$ cat config.mk
export PLATFORM = sky130hd
export DESIGN_NAME = fractal_sync_rr_arbiter
export DESIGN_NICKNAME = d
export VERILOG_FILES = /design/src/rtl/fractal_sync_rr_arbiter.sv
export SDC_FILE = /design/constraint.sdc
export NUM_CORES = 1
export LEC_CHECK = 0
export BUFFER_PORTS_ARGS = -buffer_cell sky130_fd_sc_hd__buf_2
export CORE_MARGIN = 8
export CORE_UTILIZATION = 47
export DETAILED_ROUTE_END_ITERATION = 7
export GPL_TIMING_DRIVEN = 0
export PLACE_DENSITY_LB_ADDON = 0.3
export SLEW_MARGIN = 5
export SYNTH_ARGS = -nofsm -noshare
export SYNTH_HDL_FRONTEND = slang
export SYNTH_SLANG_ARGS = --single-unit
$ cat constraint.sdc
create_clock -name clk_i -period 8.8 [get_ports clk_i]
set_input_delay 0.88 -clock clk_i [delete_from_list [all_inputs] [get_ports clk_i]]
set_output_delay 0.88 -clock clk_i [all_outputs]
set_load 0.05 [all_outputs]
$ cat src/rtl/fractal_sync_rr_arbiter.sv
// ============================================================================
// fractal_sync_rr_arbiter
// ----------------------------------------------------------------------------
// Registered N-in / M-out arbiter that sits between the per-port request
// queues and the fractal synchronization tree-node logic. Each cycle it hands
// up to one element per free output slot to distinct valid inputs. Inputs are
// picked either round-robin (rotating pointer) or by fixed priority (lowest
// index first). Every output slot is a register carrying valid, payload and
// the index of the input the payload came from.
//
// Parameters:
//   IN_PORTS   number of input channels (>0)
//   OUT_PORTS  number of output channels (>0)
//   DATA_W     payload width in bits (>0)
//   ARB_MODE   0 = round-robin, 1 = fixed priority (lowest index wins)
//   SRC_W      derived, width of the source tag = max(1, clog2(IN_PORTS))
//
// Ports:
//   clk_i      clock, all logic on the rising edge
//   rst_i      synchronous active-high reset
//   valid_i    per-input element valid
//   ready_o    per-input grant; the element is taken in this cycle
//   data_i     per-input payload
//   valid_o    per-output slot holds an element
//   ready_i    per-output downstream accepts the slot's element
//   data_o     per-output payload
//   src_o      per-output index of the input the element came from
// ============================================================================
module fractal_sync_rr_arbiter #(
   parameter  int IN_PORTS  = 4,
   parameter  int OUT_PORTS = 2,
   parameter  int DATA_W    = 8,
   parameter  int ARB_MODE  = 0,
   localparam int SRC_W     = (IN_PORTS > 1) ? $clog2(IN_PORTS) : 1
) (
   input  logic                 clk_i,
   input  logic                 rst_i,
   input  logic [IN_PORTS-1:0]  valid_i,
   output logic [IN_PORTS-1:0]  ready_o,
   input  logic [DATA_W-1:0]    data_i [IN_PORTS],
   output logic [OUT_PORTS-1:0] valid_o,
   input  logic [OUT_PORTS-1:0] ready_i,
   output logic [DATA_W-1:0]    data_o [OUT_PORTS],
   output logic [SRC_W-1:0]     src_o  [OUT_PORTS]
);

   // Refuse to elaborate a configuration that makes no sense, so a bad
   // parameter override is caught before anyone simulates it.
   generate
      if (IN_PORTS < 1) begin : g_badInPorts
         $fatal(1, "fractal_sync_rr_arbiter: IN_PORTS must be > 0");
      end
      if (OUT_PORTS < 1) begin : g_badOutPorts
         $fatal(1, "fractal_sync_rr_arbiter: OUT_PORTS must be > 0");
      end
      if (DATA_W < 1) begin : g_badDataW
         $fatal(1, "fractal_sync_rr_arbiter: DATA_W must be > 0");
      end
      if ((ARB_MODE != 0) && (ARB_MODE != 1)) begin : g_badArbMode
         $fatal(1, "fractal_sync_rr_arbiter: ARB_MODE must be 0 or 1");
      end
   endgenerate

   logic [OUT_PORTS-1:0] r_valid;
   logic [DATA_W-1:0]    r_data [OUT_PORTS];
   logic [SRC_W-1:0]     r_src  [OUT_PORTS];
   logic [SRC_W-1:0]     r_ptr;

   logic [OUT_PORTS-1:0] w_free;
   logic [OUT_PORTS-1:0] w_fill;
   logic [DATA_W-1:0]    w_fillData [OUT_PORTS];
   logic [SRC_W-1:0]     w_fillSrc  [OUT_PORTS];
   logic [IN_PORTS-1:0]  w_ready;
   logic                 w_anyGrant;
   logic [SRC_W-1:0]     w_lastIdx;
   logic [SRC_W-1:0]     w_ptrNext;

   // A slot can take a new element when it is empty or when its current
   // element leaves this very cycle, which gives bubble-free pass-through.
   assign w_free = ~r_valid | ready_i;

   // Grant selection. Inputs are visited in search order (starting at the
   // pointer for round-robin, at 0 for fixed priority). Each valid input
   // claims the lowest free slot that nobody claimed yet; once the free slots
   // run out, later inputs are simply not granted. Since every input is
   // visited once, an input can never be granted twice in a cycle. Nothing is
   // granted while reset is held so no element is lost to the reset.
   always_comb begin
      int               startIdx;
      int               idx;
      logic [SRC_W-1:0] idxSel;
      logic             placed;

      w_fill     = '0;
      w_ready    = '0;
      w_anyGrant = 1'b0;
      w_lastIdx  = '0;
      for (int k = 0; k < OUT_PORTS; k++) begin
         w_fillData[k] = '0;
         w_fillSrc[k]  = '0;
      end

      startIdx = (ARB_MODE == 1) ? 0 : int'(r_ptr);
      idx      = 0;
      idxSel   = '0;
      placed   = 1'b0;

      for (int j = 0; j < IN_PORTS; j++) begin
         idx = startIdx + j;
         if (idx >= IN_PORTS) begin
            idx = idx - IN_PORTS;
         end
         idxSel = SRC_W'(idx);
         placed = 1'b0;
         if (valid_i[idxSel] && !rst_i) begin
            for (int k = 0; k < OUT_PORTS; k++) begin
               if (!placed && w_free[k] && !w_fill[k]) begin
                  w_fill[k]     = 1'b1;
                  w_fillData[k] = data_i[idxSel];
                  w_fillSrc[k]  = idxSel;
                  placed        = 1'b1;
               end
            end
            if (placed) begin
               w_ready[idxSel] = 1'b1;
               w_anyGrant      = 1'b1;
               w_lastIdx       = idxSel;
            end
         end
      end
   end

   // The pointer moves just past the last input granted in search order, so
   // the input that lost out this cycle is first in line next cycle. The wrap
   // is explicit because IN_PORTS need not be a power of two.
   always_comb begin
      if (int'(w_lastIdx) >= IN_PORTS - 1) begin
         w_ptrNext = '0;
      end else begin
         w_ptrNext = w_lastIdx + SRC_W'(1);
      end
   end

   // Output slot registers and the round-robin pointer. A free slot always
   // reloads: with a granted element if it got one, otherwise it goes empty.
   // A slot that is stalled by the downstream keeps its contents untouched.
   // Reset throws away whatever the slots were holding.
   always_ff @(posedge clk_i) begin
      if (rst_i) begin
         r_valid <= '0;
         r_ptr   <= '0;
         for (int k = 0; k < OUT_PORTS; k++) begin
            r_data[k] <= '0;
            r_src[k]  <= '0;
         end
      end else begin
         for (int k = 0; k < OUT_PORTS; k++) begin
            if (w_free[k]) begin
               r_valid[k] <= w_fill[k];
               if (w_fill[k]) begin
                  r_data[k] <= w_fillData[k];
                  r_src[k]  <= w_fillSrc[k];
               end
            end
         end
         if ((ARB_MODE == 0) && w_anyGrant) begin
            r_ptr <= w_ptrNext;
         end
      end
   end

   assign ready_o = w_ready;
   assign valid_o = r_valid;
   assign data_o  = r_data;
   assign src_o   = r_src;

endmodule

* After elaboration in Yosys (flattened, before gate mapping)
Index checks and enable logic that the tools add are counted.
Widths: inputs -> output; s select.
** Operators by class
- $add $sub $neg :: 8
- Order comparisons :: 17
- Mux-type cells :: 108
- Bitwise operators :: 9
- Reduce and logical (&&, ||, !) cells :: 31
** Operator list (number)
- $mux 8 :: 16
- $bmux 8 s2 :: 4
- $mux 16 :: 4
- $mux 2 :: 25
- $mux 4 :: 12
- $mux 1 :: 39
- $ge 3x3->1 const B :: 7
- $logic_and 1x1->1 :: 18
- $lt 2x3->1 const B :: 4
- $not 2->3 :: 4
- $or 4x4->4 :: 3
- $logic_not 1->1 :: 11
- $bmux 1 s2 :: 4
- $demux 1 s2 :: 4
- $ge 2x1->1 const B :: 4
- $sub 2x1->2 const B :: 4
- $add 2x2->3 const B :: 2
- $reduce_and 2->1 :: 2
- $add 2x1->3 const B :: 1
- $ge 2x3->1 const B :: 1
- $add 2x1->2 const B :: 1
- $ge 2x2->1 const B :: 1
- $not 2->2 :: 1
- $or 2x2->2 :: 1
** Word-level totals
- Register bits :: 24
- Output and inout port bits :: 26
- Logic and storage cells :: 180

* Depth between registers and ports, before layout
Gate-level depths: netlist of run 1.
- Word-level depth :: 41
- Depth in mapped cells :: 15
- Depth with buffers taken out :: 9

* Worst setup path before layout of run 1
No wires, ideal clock.
- Path kind :: register to output
- Start point :: register r_ptr[0]
- End point :: output port ready_o[2]
- Arrival :: 4.139 ns
- Data required time :: 7.920 ns
- Slack :: 3.781 ns
- Cell stages (with the launch flop) :: 14
- Path through :: dfxtp_1 buf_6 buf_2 clkbuf_1 inv_1 ha_1 buf_2 nor2b_1 o2bb2ai_1 buf_2 clkbuf_1 a22o_1 o21ai_0 o21ai_0
** Between the ends
- Cells in the longest elaborated chain, start to end :: 25
- Elaborated cells on any way between the ends :: 95
- Classes of those cells :: add/sub (7); order compare (12); mux (47); bitwise (3); reduce/logical (26)
** Ends and longest elaborated chain
- from (decl) :: RTL line 67 : logic [SRC_W-1:0] r_ptr;
- from (signal assigned) :: RTL line 167 : r_ptr <= w_ptrNext;
- $ge 2x3->1 / $sub 2x1->2 (equally long branches) :: RTL line 110, 111
- $mux 2 :: RTL line 110 : if (idx >= IN_PORTS) begin
- $bmux 1 s2 :: RTL line 115 : if (valid_i[idxSel] && !rst_i) begin
- $mux 1 (not written as such) :: RTL line 115
- $logic_and 1x1->1 :: RTL line 115
- $mux 2 :: RTL line 115
- $logic_not 1->1 :: RTL line 117 : if (!placed && w_free[k] && !w_fill[k]) begin
- $logic_and 1x1->1 :: RTL line 117
- (+9 left out)
- $mux 1 (on tied branches) :: RTL line 115, 117
- $logic_not 1->1 / $mux 2 (equally long branches) :: RTL line 117, 115
- $logic_and 1x1->1 / $logic_not 1->1 (equally long branches) :: RTL line 117
- $logic_and 1x1->1 :: RTL line 117
- $mux 1 :: RTL line 117
- $mux 1 :: RTL line 115
- $mux 4 :: RTL line 124 : if (placed) begin
- $mux 4 (*) :: RTL line 115
- to (decl) :: RTL line 39 : output logic [IN_PORTS-1:0] ready_o,
Every way passes the cells marked *; elsewhere a longest branch is shown, timed or not. The select of a mux whose other input is x is not followed.

* Worst setup path after layout of run 1
- Start point :: register r_ptr[0]
- End point :: output port ready_o[0]
Same word-level chain as after synthesis.

==> metrics.cfg, run 1 <==
[layout]
nets=413
syn_to_final_growth_pct=17.9
diodes=0
fin_cells=436
drive_gt1_frac=0.335
final_cell_area_mm2=0.00321

[placed_design]
place_inst=432
gp_congestion=0.965
placed_cell_area_mm2=0.00314
place_ws_ns=3.50
place.port_buffers=65
dp_hpwl_um=6840

[synthesis]
ys.flop_type=dfxtp_1
netlist_instances=295
syn_avg_cell_area_um2=9.22
yosysTopAreaCell=mux4_2
synth_seq_cells=24
ys.warnings.count=0
synthTopCellsByArea=mux4_2, dfxtp_1, a21oi_1
synth.top_cell.area_share=0.282
yosys.cell_types.count=52
synth_edf_count=0
syn_nets=343
async_flop_share=0
netlist_area_mm2=0.00272
yosysSeqAreaShare=0.177

[sta]
grt_setup_unrepaired=no
slew_headroom=0.312
clock_skew_ns=0.00580
hold_viol_final=0
fmax_mhz=179
fin_setup_tns_ns=0
min_period_over_period=0.636
setup_slack_ns=3.20
drv_slew=0
finalSetupViolations=0
worst_pin_slew_ns=1.02
post-route-min-period_ns=5.60

[clock_tree]
htreeDepth=1
cts_root_buffer=clkbuf_8
post_cts_buffers=0
cts_tree=yes
hold_buffers=0
clk_latency_ns=0.27
cts_buffers=3
clockBufferDepth=2
cts_resized=0
cts.clk_slew.worst_paths_ns=0.09
clkSinkCount=24

[pwr]
seqPwrFrac=0.137
finalPower_uw=1410
p_sw_frac=0.550
switchingPower_uw=775
p_per_area_mw_per_mm2=440
leakage_uw=0.00122
ir_drop_v=0.000258
clock_power_share=0.070
p_int_uw=635
combPwrFrac=0.793

[route]
drtAntennaViolNets=0
drt_iter0_markers=472
drt-total-wl_um=8730
wire_per_inst_um=20.0
drcViolationCount=0
first_pass_iters=8
drt-vias-per-instance=6.80
vias=2963

[critical_path]
required_ns=7.92
cp_top_family=buffers and inverters
slowest_stage=clkbuf_1
cp_cell_sequence=buf_6 -> buf_2 -> clkbuf_1 -> inv_1 -> ha_1 -> buf_2 -> nor2b_1 -> o2bb2ai_1 -> buf_2 -> clkbuf_1 -> a22oi_1 -> nor3_1 -> a221o_1 -> buf_2
crit_arrival_ns=4.72
critPathBufInv=8
cp_max_fo=10
crit_top_cell=buf_2
worstSetupPathType=register to primary output
slowest_delay_ns=0.57
end_kind=primary output
r2r_slack_ns=4.32
start_kind=register

[grt]
grt_max_degree=15
grt-ovfl-total=0
grt_pass1_wl_um=14200
gr-usage-all-layers=0.202
grt_pass1_vias=2699
antenna_found_initial=0

[min_path]
hp-class=register to register

[floorplan]
die-width_um=92.1
io_pins=66
coreArea_mm2=0.00554
die-area_mm2=0.00848
core.rowCount=27
die_y_um=92.1
start_util=0.491

[run_status]
status=finished clean

[run]
maxCapViolations=0

cells by family after synthesis:
kind of cell,share of synthesized area
muxes,0.297
adders and majority gates,0.0368
DFF,0.177
xor gates and xnor gates,0.0101
AOI/OAI and AO/OA,0.262
and+or+nand+nor,0.170
buffers and inverters,0.0483
sequential cells by signal, indices dropped and copies added, names as in the netlist:
signal / count
data_o: 16
r_ptr: 2
src_o: 4
valid_o: 2
cell usage after synthesis (all sizes together), types with 4 or more instances:
| library cell | count |
|---|---|
| dfxtp | 24 |
| and2 | 10 |
| o21ai | 6 |
| a21oi | 39 |
| mux4 | 34 |
| clkbuf | 16 |
| a22oi | 12 |
| a211oi | 4 |
| nand2 | 45 |
| a31oi | 8 |
| nor3 | 8 |
| inv | 4 |
| ha | 8 |
| buf | 8 |
| a222oi | 9 |
| nor2 | 12 |
per-stage QoR:
stage | utilization | hold WS, ns
floorplan | - | 0.575
global placement | 0.566 | 0.443
detailed placement | 0.566 | 0.443
CTS | 0.579 | 0.456
global route | 0.579 | 0.494
finish | 0.579 | 0.453
final timing paths:
path / startpoint / to / cells after the start
worst max-delay path: r_ptr[0] / ready_o[0] / 14
worst min-delay path: src_o[0] / src_o[0] / 2
worst max register to register: r_ptr[0] / data_o[11] / 15
worst min register to register: src_o[0] / src_o[0] / 2
cell type report:
| type | count | area [um^2] |
|---|---|---|
| sequential | 24 | 480 |
| clock buffer | 3 | 41.3 |
| inverter | 4 | 15.0 |
| tap | 72 | 90.1 |
| clock inverter | 1 | 30.0 |
| multi-input combinational | 243 | 2110 |
| fill | 524 | 2330 |
| buffer | 24 | 116 |
| timing repair buffer | 65 | 325 |
cell usage in the layout, fill, tap and decap left out, types with 8 or more instances in the layout:
cell / count
a222oi_1: 9
mux4_2: 34
and2_1: 9
nor2_1: 12
nand2_1: 44
dfxtp_1: 24
buf_2: 68
clkbuf_1: 16
a21oi_1: 39
ha_1: 8
a31oi_1: 8
a22oi_1: 12
tightest hold or removal path, stage by stage (launching register included):
cell and delay (ns):
dfxtp_1 0.32, nand2_1 0.05, a21oi_1 0.05
layer usage:
layer,part of all wire,GRT usage,vias to the layer above,wire length (um)
met3,0.12,0.0473,14,1080
met1,0.43,0.293,1403,3780
li1,-,-,1322,-
met5,0,0,-,0
met2,0.43,0.289,224,3750
met4,0.013,0.0550,0,116
power by group through the flow:
stage	Combinational (uW)	Sequential, uW	Clock [uW]
floorplan	707	350	0
global placement	1080	194	0
detailed placement	1100	195	0
CTS	1100	193	99.3
global route	1200	201	105
finish	1120	193	99.1
No activity file was read; power rests on OpenSTA's default activity.
==> inputs of run 2 (changes only) <==
clock period = 5.1 ns   (was 8.8 ns; I/O delays follow)
==> metrics.cfg, run 2 (synthesized netlist as in run 1, its figures left out) <==
[placed_design]
place_ws_ns=0.173  ; -3.33 ns
placed_cell_area_mm2=0.00314  ; unchanged
dp_hpwl_um=6840  ; unchanged
place_inst=432  ; unchanged
place.port_buffers=65  ; unchanged
gp_congestion=0.965  ; unchanged

[route]
drt-vias-per-instance=6.74  ; -0.90%
wire_per_inst_um=20.0  ; -0.37%
drt_iter0_markers=510  ; +8.1%
drtAntennaViolNets=0  ; unchanged
first_pass_iters=6  ; -2
drt-total-wl_um=8660  ; -0.82%
vias=2923  ; -1.3%
drcViolationCount=0  ; unchanged

[floorplan]
die-width_um=92.1  ; unchanged
core.rowCount=27  ; unchanged
die_y_um=92.1  ; unchanged
io_pins=66  ; unchanged
die-area_mm2=0.00848  ; unchanged
start_util=0.491  ; unchanged
coreArea_mm2=0.00554  ; unchanged

[critical_path]
r2r_slack_ns=1.13  ; -3.19 ns
reg2reg_depth=14  ; -1
worstSetupPathType=register to primary output
start_kind=register
required_ns=4.59  ; -3.33 ns
crit_arrival_ns=4.21  ; -0.51 ns
cp_max_fo=10  ; unchanged
end_kind=primary output
cp-endpoint=ready_o[1]
timing.rr.end=data_o[11]
r2r-start=r_ptr[1]
cp-startpoint=r_ptr[1]

[sta]
drv_slew=0  ; unchanged
post-route-min-period_ns=4.72
fmax_mhz=212
worst_pin_slew_ns=0.978  ; -0.0463 ns
hold_viol_final=0  ; unchanged
slew_headroom=0.343  ; +0.0311
setup_slack_ns=0.379  ; -2.82 ns
fin_setup_tns_ns=0  ; unchanged
min_period_over_period=0.926
grt_setup_unrepaired=no
clock_skew_ns=0.00768  ; +0.00188 ns
finalSetupViolations=0  ; unchanged

[pwr]
p_per_area_mw_per_mm2=757  ; +72%
ir_drop_v=0.000509  ; +97%
finalPower_uw=2420  ; +72%
leakage_uw=0.00122  ; about the same

[clock_tree]
clkSinkCount=24  ; unchanged
cts_root_buffer=clkbuf_8
clk_latency_ns=0.27  ; about the same
cts_tree=yes
cts_buffers=3  ; unchanged
clockBufferDepth=2  ; unchanged
hold_buffers=0  ; unchanged
cts.clk_slew.worst_paths_ns=0.09  ; about the same
htreeDepth=1  ; unchanged

[grt]
antenna_found_initial=0  ; unchanged
grt_max_degree=20  ; +5
grt_pass1_vias=2688  ; -0.41%
gr-usage-all-layers=0.201  ; -0.00119
grt_pass1_wl_um=14100  ; -0.49%
grt-ovfl-total=0  ; unchanged

[layout]
largest_reg_flops=16  ; unchanged
fin_cells=434  ; -0.46%
drive_gt1_frac=0.340  ; +0.00461
final_cell_area_mm2=0.00320  ; -0.20%
layout_common_cells=buf_2, nand2_1, a21oi_1
final_common_cell=buf_2
syn_to_final_growth_pct=17.7
nets=411  ; -0.48%
diodes=0  ; unchanged

[min_path]
hp-class=register to register

[run_status]
status=finished clean

[run]
maxCapViolations=0  ; unchanged

-- run 2: stage by stage --
| stage | utilization | hold slack (ns) |
|---|---|---|
| finish | 0.578 | 0.453 |
| global placement | 0.566 | 0.443 |
| detailed placement | 0.566 | 0.443 |
| CTS | 0.578 | 0.456 |
| global route | 0.578 | 0.494 |
| floorplan | - | 0.575 |
-- run 2: power breakdown --
part	total, uW	leakage (uW)	switching (uW)	internal [uW]
logic	1920	0.000986	1210	711
registers	333	0.000198	56.5	277
clock network	170	0.0000357	65.5	105
-- run 2: cell type report --
cell class / count / area, um^2
Buffer: 22 / 110
Clock buffer: 3 / 41.3
Clock inverter: 1 / 30.0
Fill cell: 526 / 2340
Inverter: 4 / 15.0
Multi-Input combinational cell: 243 / 2110
Sequential cell: 24 / 480
Tap cell: 72 / 90.1
Timing Repair Buffer: 65 / 325
-- run 2: worst min path at each step --
| stage | cells after the start | slack (ns) | start | endpoint |
|---|---|---|---|---|
| final | 2 | 0.45 | src_o[0] | src_o[0] |
| after floorplan | 2 | 0.57 | r_ptr[1] | r_ptr[1] |
| after CTS | 2 | 0.46 | src_o[0] | src_o[0] |
| after global placement | 2 | 0.44 | src_o[1] | src_o[1] |
| after global routing | 2 | 0.49 | src_o[0] | src_o[0] |
| after detailed placement | 2 | 0.44 | src_o[0] | src_o[0] |
-- run 2: layer usage --
layer | GRT usage | vias up | share of wire
li1 | - | 1320 | -
met1 | 0.294 | 1376 | 0.43
met2 | 0.283 | 215 | 0.44
met3 | 0.0481 | 12 | 0.12
met4 | 0.0550 | 0 | 0.012
met5 | 0 | - | 0
-- run 2: what timing repair did --
action,4_1_cts,5_1_grt
setup buffers,0,0
resized for setup,1,2
endpoints found under the setup margin,4,4
pin swaps,0,0
-- run 2: worst max-delay path, stage by stage, from the launching register on --
cell	delay (ns)
dfxtp_1	0.51
clkbuf_2	0.33
clkbuf_2	0.32
inv_1	0.21
ha_1	0.33
buf_2	0.29
nor2b_1	0.27
o2bb2ai_1	0.24
buf_2	0.30
clkbuf_1	0.39
a22oi_1	0.12
nor3_1	0.22
a221o_1	0.15
buf_2	0.26
